### src/rtl/ram_dump_uart_ctrl_pkg.sv
// Shared types and constants for the RAM window dump over UART.
// FSM state encoding, ASCII constants and the nibble-to-hex helper.
package ram_dump_uart_ctrl_pkg;

    typedef enum logic [2:0] {
        ST_IDLE,
        ST_REQ,
        ST_WAIT_DATA,
        ST_LOAD_BYTE,
        ST_SEND,
        ST_NEXT
    } state_t;

    localparam logic [7:0] ASCII_CR = 8'h0D;
    localparam logic [7:0] ASCII_LF = 8'h0A;
    localparam logic [7:0] ASCII_0  = 8'h30;
    localparam logic [7:0] ASCII_A  = 8'h41;

    function automatic logic [7:0] hex_ascii(input logic [3:0] n);
        if (n < 4'd10)
            return ASCII_0 + {4'h0, n};
        return ASCII_A + {4'h0, n} - 8'd10;
    endfunction

endpackage

### src/rtl/ram_dump_uart_ctrl_tx.sv
// UART 8N1 serialiser: start bit, 8 data bits LSB first, stop bit.
// Ports: clk, reset, tx_start, tx_byte, tx_busy, tx_done (last stop cycle), tx.
module uart_tx_8n1 #(
    parameter int CLKS_PER_BIT = 434
) (
    input  logic       clk,
    input  logic       reset,
    input  logic       tx_start,
    input  logic [7:0] tx_byte,
    output logic       tx_busy,
    output logic       tx_done,
    output logic       tx
);

    localparam int CW = (CLKS_PER_BIT > 1) ? $clog2(CLKS_PER_BIT) : 1;

    logic [CW-1:0] cnt;
    logic [3:0]    bit_idx;
    logic [8:0]    shreg;
    logic          bit_end;

    assign bit_end = (cnt == CW'(CLKS_PER_BIT - 1));
    // tx_done marks the final cycle of the stop bit so a new frame can
    // start on the very next cycle without an idle gap.
    assign tx_done = tx_busy && bit_end && (bit_idx == 4'd9);

    always_ff @(posedge clk) begin
        if (reset) begin
            tx_busy <= 1'b0;
            cnt     <= '0;
            bit_idx <= '0;
            shreg   <= '1;
            tx      <= 1'b1;
        end else if (tx_start && (!tx_busy || tx_done)) begin
            tx_busy <= 1'b1;
            cnt     <= '0;
            bit_idx <= '0;
            shreg   <= {1'b1, tx_byte};
            tx      <= 1'b0;
        end else if (tx_busy) begin
            if (bit_end) begin
                cnt <= '0;
                if (bit_idx == 4'd9) begin
                    tx_busy <= 1'b0;
                    tx      <= 1'b1;
                end else begin
                    bit_idx <= bit_idx + 4'd1;
                    tx      <= shreg[0];
                    shreg   <= {1'b1, shreg[8:1]};
                end
            end else begin
                cnt <= cnt + CW'(1);
            end
        end
    end

endmodule

### src/rtl/ram_dump_uart_ctrl.sv
// Dumps a RAM address window over UART 8N1, raw bytes or ASCII hex + CR LF.
// Ports: start edge, first/last_addr window, ram req/gnt/addr/rdata, busy, done, uart_tx.
module ram_dump_uart_ctrl
    import ram_dump_uart_ctrl_pkg::*;
#(
    parameter int ADDR_WIDTH   = 6,
    parameter int DATA_WIDTH   = 16,
    parameter int CLKS_PER_BIT = 434,
    parameter int HEX_MODE     = 0,
    parameter int LSB_FIRST    = 0
) (
    input  logic                  clk,
    input  logic                  reset,
    input  logic                  start,
    input  logic [ADDR_WIDTH-1:0] first_addr,
    input  logic [ADDR_WIDTH-1:0] last_addr,
    input  logic                  ram_gnt,
    output logic                  ram_rd_en,
    output logic [ADDR_WIDTH-1:0] ram_addr,
    input  logic [DATA_WIDTH-1:0] ram_rdata,
    output logic                  busy,
    output logic                  done,
    output logic                  uart_tx
);

    localparam int NBYTE = DATA_WIDTH / 8;
    localparam int NNIB  = DATA_WIDTH / 4;
    localparam int NSYM  = (HEX_MODE != 0) ? NNIB + 2 : NBYTE;

    state_t                state;
    logic                  start_q;
    logic [ADDR_WIDTH-1:0] cur_addr;
    logic [ADDR_WIDTH-1:0] end_addr;
    logic [DATA_WIDTH-1:0] word_reg;
    logic [4:0]            sym_idx;
    logic [63:0]           word_ext;
    logic [7:0]            sym;
    logic                  last_sym;
    logic                  tx_start;
    logic                  tx_busy;
    logic                  tx_done;
    int                    idx;
    int                    p;

    assign word_ext = 64'(word_reg);
    assign last_sym = (int'(sym_idx) == NSYM - 1);

    // In SEND the serialiser is fed the following symbol so frames chain
    // back to back; LOAD_BYTE issues the first symbol of each word.
    assign tx_start = (state == ST_LOAD_BYTE && !tx_busy) ||
                      (state == ST_SEND && tx_done && !last_sym);

    always_comb begin
        idx = int'(sym_idx) + ((state == ST_SEND) ? 1 : 0);
        p   = 0;
        sym = 8'h00;
        if (HEX_MODE != 0) begin
            if (idx < NNIB) begin
                p   = (LSB_FIRST != 0) ? idx : NNIB - 1 - idx;
                sym = hex_ascii(4'(word_ext >> (4 * p)));
            end else if (idx == NNIB) begin
                sym = ASCII_CR;
            end else begin
                sym = ASCII_LF;
            end
        end else begin
            p   = (LSB_FIRST != 0) ? idx : NBYTE - 1 - idx;
            sym = 8'(word_ext >> (8 * p));
        end
    end

    always_ff @(posedge clk) begin
        if (reset) begin
            state     <= ST_IDLE;
            start_q   <= 1'b1;
            cur_addr  <= '0;
            end_addr  <= '0;
            word_reg  <= '0;
            sym_idx   <= '0;
            ram_rd_en <= 1'b0;
            ram_addr  <= '0;
            busy      <= 1'b0;
            done      <= 1'b0;
        end else begin
            start_q <= start;
            done    <= 1'b0;
            unique case (state)
                ST_IDLE: begin
                    if (start && !start_q) begin
                        cur_addr  <= first_addr;
                        end_addr  <= last_addr;
                        ram_addr  <= first_addr;
                        ram_rd_en <= 1'b1;
                        busy      <= 1'b1;
                        state     <= ST_REQ;
                    end
                end
                ST_REQ: begin
                    if (ram_gnt) begin
                        ram_rd_en <= 1'b0;
                        state     <= ST_WAIT_DATA;
                    end
                end
                ST_WAIT_DATA: begin
                    word_reg <= ram_rdata;
                    sym_idx  <= '0;
                    state    <= ST_LOAD_BYTE;
                end
                ST_LOAD_BYTE: begin
                    if (!tx_busy)
                        state <= ST_SEND;
                end
                ST_SEND: begin
                    if (tx_done) begin
                        if (last_sym)
                            state <= ST_NEXT;
                        else
                            sym_idx <= sym_idx + 5'd1;
                    end
                end
                ST_NEXT: begin
                    if (cur_addr == end_addr) begin
                        done  <= 1'b1;
                        busy  <= 1'b0;
                        state <= ST_IDLE;
                    end else begin
                        cur_addr  <= cur_addr + 1'b1;
                        ram_addr  <= cur_addr + 1'b1;
                        ram_rd_en <= 1'b1;
                        state     <= ST_REQ;
                    end
                end
                default: state <= ST_IDLE;
            endcase
        end
    end

    uart_tx_8n1 #(
        .CLKS_PER_BIT(CLKS_PER_BIT)
    ) u_tx (
        .clk     (clk),
        .reset   (reset),
        .tx_start(tx_start),
        .tx_byte (sym),
        .tx_busy (tx_busy),
        .tx_done (tx_done),
        .tx      (uart_tx)
    );

endmodule

### config.mk
export PLATFORM = sky130hd
export DESIGN_NAME = ram_dump_uart_ctrl
export DESIGN_NICKNAME = d
export VERILOG_FILES = /design/src/rtl/ram_dump_uart_ctrl_pkg.sv /design/src/rtl/ram_dump_uart_ctrl_tx.sv /design/src/rtl/ram_dump_uart_ctrl.sv
export SDC_FILE = /design/constraint.sdc
export NUM_CORES = 1
export LEC_CHECK = 0
export CORE_MARGIN = 2
export CORE_UTILIZATION = 50
export CTS_CLUSTER_DIAMETER = 60
export DETAILED_ROUTE_END_ITERATION = 10
export PLACE_DENSITY = 0.76
export SYNTH_ARGS = -nofsm -noshare
export SYNTH_HDL_FRONTEND = slang
export SYNTH_SLANG_ARGS = --single-unit
### constraint.sdc
create_clock -name clk -period 2.6 [get_ports clk]
set_input_delay 0.39 -clock clk [delete_from_list [all_inputs] [get_ports clk]]
set_output_delay 0.39 -clock clk [all_outputs]
set_load 0.02 [all_outputs]
==> results.md <==
| Group | Parameter | Reported |
|:---|:---|:---|
| synthesis | Post-synthesis sequential element count | 63 |
| power | Total leakage power | 1.567 nW |
| floorplan | Total Die Area | 7105 um^2 |
| drt | Starting DRC count in detailed routing | 83 |
| synthesis | Number of nets in the synthesized netlist | 426 |
| placed design | Dpl ws | -51.20 ps |
| timing | RSZ-0062 raised after global routing | false |
| global routing | Final global-route overflow total | 0 |
| worst hold path | Min-Delay Startpoint | word_reg[1]$_SDFFE_PP0P_ |
| timing | PnR worst setup slack | 87.16 ps |
| cells and area | NumNets Final | 471 |
| global routing | Antenna violations before repair | 0 |
| drt | Via/cell ratio | 5.455 |
| clock network | Clock Tree Buf Depth | 2 |
| global routing | Wire length of the first global-routing pass | 12,060 um |
| synthesis | Post-synthesis cell count | 378 |
| setup path | Startpoint type of the worst setup path | flip-flop |
| drt | Routed wire length per instance | 14.02 um |
| floorplan | Number of placement rows | 29 |
| drt | Count of unresolved DRC violations after routing | 0 |
| timing | FMAX | 398.0 MHz |
| setup path | Crit path from | state[0]$_SDFFE_PP0P_ |
| timing | Slew margin rel. | 53.02% |
| worst hold path | Depth of the worst hold-timing path | 2 |
| setup path | Critical R2R Launch | state[0]$_SDFFE_PP0P_ |
| timing | Worst hold margin | 456.5 ps |
| setup path | Most frequent CP cell | sky130_fd_sc_hd__inv_2 |
| setup path | Total stage count of the critical path | 12 |
| global routing | GRT Overall Usage | 20.91% |
| synthesis | Average cell area after synthesis | 8.527 um^2 |
| setup path | Data arrival at the endpoint of the critical path | 2790 ps |
| setup path | Endpoint class of the critical path | flip-flop |
| cells and area | Fraction of layout cells with a size suffix above 1 | 13.08% |
| synthesis | Top cells by area in the synthesized netlist | sky130_fd_sc_hd__dfxtp_1 39%, sky130_fd_sc_hd__a21oi_1 7.0%, sky130_fd_sc_hd__nand2_1 7.0%, sky130_fd_sc_hd__ha_1 6.2%, sky130_fd_sc_hd__mux2i_1 3.4% |
| setup path | CP max stage cell | sky130_fd_sc_hd__or4_4 |
| synthesis | Cell area after technology mapping | 3223 um^2 |
| synthesis | Top cell type by total area after synthesis | sky130_fd_sc_hd__dfxtp_1 |
| timing | Period utilisation layout | 96.65% |
| setup path | Crit-path cells | or3b_4 -> inv_2 -> ha_1 -> inv_1 -> ha_2 -> inv_2 -> ha_4 -> o21bai_2 -> a21oi_2 -> xnor2_1 -> or4_4 -> o211ai_2 |
| timing | Slew Viols, Final | 0 |
| floorplan | Die Span Y | 84.29 um |
| placed design | Port Buffers | 41 |
| synthesis | Fraction of post-synthesis cell area in the top cell type by area | 39.13% |
| cells and area | Growth of design area from synthesis to finish | 21.27% |
| timing | Final hold violation count | 0 |
| global routing | Largest net degree at the start of global routing | 27 |
| run | Max Cap Violations | 0 |
| timing | Worst-margin pin slew | 701.4 ps |
| synthesis | Most frequently used flop master after synthesis | sky130_fd_sc_hd__dfxtp_1 |
| clock network | Clock sink count | 63 |
| power | Power density over the cells | 511.3 nW/um^2 |
| cells and area | Filler cells | 559 |
| clock network | Root Driver | sky130_fd_sc_hd__clkbuf_8 |
| outcome | Run status | finished, final reports clean |
| synthesis | Portion of the post-synthesis area used by sequential elements | 39.13% |
| global routing | Via count of the first global-routing pass | 2,651 |
| synthesis | Top cells by count, synth | 63 x sky130_fd_sc_hd__dfxtp_1, 60 x sky130_fd_sc_hd__nand2_1, 45 x sky130_fd_sc_hd__a21oi_1, 26 x sky130_fd_sc_hd__nor2_1, 18 x sky130_fd_sc_hd__inv_1 |
| placed design | Detailed placement HPWL | 5119 um |
| drt | Count of antenna-violating nets left after detailed routing | 0 |
| clock network | Clock latency at the later pin of the worst-skew pair | 350 ps |
| timing | Setup Total Neg Slack | 0 ps |
| cells and area | Diodes inserted | 0 |
| setup path | Category of cells accounting for the largest share of critical-path delay | simple AND/OR/NAND/NOR gates |
| clock network | Clock tree from TritonCTS | done |
| floorplan | Boundary pin count | 42 |
| setup path | Slowest Stage Delay on Critical Path | 580 ps |
| clock network | Number of buffers created by CTS | 9 |
| synthesis | Number of synthesized flops with an enable pin | 0 |
| timing | Final number of setup-violating endpoints | 0 |
| power | Max IR drop VDD | 0.3418 mV |
| clock network | Clock edge transition at the registers on the reported setup and hold paths | 70 ps |
| timing | Final min period | 2513 ps |
| synthesis | Synthesis warning total | 0 |
| floorplan | Standard cell core area | 6277 um^2 |
| synthesis | Most frequent cell after synthesis | sky130_fd_sc_hd__dfxtp_1 |
| drt | Pre-antenna DRT Iters | 5 |
| placed design | Final estimated routing congestion in global placement | 0.8097 |
| drt | Vias | 2,755 |
| setup path | Buffer and inverter count on the worst path | 3 |
| cells and area | Number of flip-flops under the largest register name | 16 |
| power | Total power after layout | 0.001999 W |
| setup path | Classification of the worst setup path | flip-flop to flip-flop |
| setup path | Peak fanout along the critical path | 8 |
| synthesis | Synth unique cells | 55 |
| setup path | Count of cells along the worst register-to-register path | 12 |
| worst hold path | Type of the most critical hold path | flip-flop to flip-flop |
| drt | Post-detailed-routing wire length | 7081 um |
| floorplan | Die X | 84.29 um |
| setup path | Required time reported for the critical path endpoint | 2870 ps |
| floorplan | Starting Density | 51.35% |
| clock network | H-tree depth reported by CTS | 3 |
| synthesis | Share of flip-flops with an asynchronous set or reset after synthesis | 0% |
| timing | Post-route clock skew | 8.791 ps |
==> per-layer routing <==
metal	global-route usage, %	wire length (um)	vias to the layer above
li1	-	-	1400
met1	27.55	3318	1282
met2	32.40	3279	62
met3	4.031	352	11
met4	11.29	131	0
met5	0	0	-
==> through the flow <==
stage	std cells	util (%)	area, um^2
2_1_floorplan	378	-	3223
3_3_place_gp	488	59.04	3706
3_5_place_dp	488	59.04	3706
4_1_cts	504	61.83	3881
5_1_grt	505	62.27	3909
6_report	505	62.27	3909
==> worst reg2reg max path, stage by stage, from the launching register on <==
cell and delay, ps:
sky130_fd_sc_hd__dfxtp_1 320, sky130_fd_sc_hd__or3b_4 400, sky130_fd_sc_hd__inv_2 70, sky130_fd_sc_hd__ha_1 130, sky130_fd_sc_hd__inv_1 40, sky130_fd_sc_hd__ha_2 180
sky130_fd_sc_hd__inv_2 60, sky130_fd_sc_hd__ha_4 130, sky130_fd_sc_hd__o21bai_2 70, sky130_fd_sc_hd__a21oi_2 190, sky130_fd_sc_hd__xnor2_1 90, sky130_fd_sc_hd__or4_4 580
sky130_fd_sc_hd__o211ai_2 190
==> where the power goes <==
group	total [W]	internal (W)	switching, W
Sequential	0.00101	0.000993	0.0000199
Combinational	0.000240	0.000116	0.000124
Clock	0.000746	0.000344	0.000402
Total	0.00200	0.00145	0.000545
==> worst paths after layout <==
| path | to | slack (ps) |
|---|---|---|
| max | u_tx.shreg[1]$_SDFFE_PP1P_ | 90 |
| min | word_reg[1]$_SDFFE_PP0P_ | 460 |
| max reg2reg | u_tx.shreg[1]$_SDFFE_PP1P_ | 90 |
| min reg2reg | word_reg[1]$_SDFFE_PP0P_ | 460 |
==> layout by cell type, fill, tap and decap left out, drive strengths merged, types with 5 or more instances in the layout <==
cell type,netlist,layout
dfxtp,63,63
nand2,60,60
a21oi,45,45
clkdlybuf4s50,0,41
nor2,26,26
inv,18,19
ha,16,16
buf,5,14
mux2i,11,11
nand3,11,11
xor2,11,11
o21ai,10,10
clkbuf,15,9
o211ai,9,9
or3,7,7
xnor2,6,6
nand4,6,6
nor3,6,6
nor2b,5,5
==> logic make-up (layout without fill, tap and decap cells) <==
kind of cell / after synthesis / count (layout) / share of synthesized area, %
xor gates and xnor gates: 17 / 17 / 4.619
buffers and inverters: 39 / 89 / 5.861
and+or+nand+nor: 144 / 144 / 22.05
AOI/OAI and AO/OA: 88 / 88 / 18.71
adders and majority gates: 16 / 16 / 6.211
muxes: 11 / 11 / 3.416
DFF: 63 / 63 / 39.13
==> layout make-up <==
| class | instances | area [um^2] | share of cell area, % |
|---|---|---|---|
| multi-input cells | 276 | 1795 | 45.93 |
| inverters | 18 | 67.56 | 1.729 |
| flip-flops and latches | 63 | 1262 | 32.30 |
| well taps | 77 | 96.34 | 2.465 |
| clock buffers | 9 | 123.9 | 3.169 |
| repair buffers | 55 | 515.5 | 13.19 |
| clock inverters | 7 | 47.55 | 1.216 |
==> what timing repair did <==
item,in CTS,in global routing
hold buffers,0,0
pin swaps,1,6
setup buffers,0,1
cloned,0,0
setup endpoints to repair,8,8
gates resized for setup,1,7
(Power assumes the default switching activity.)
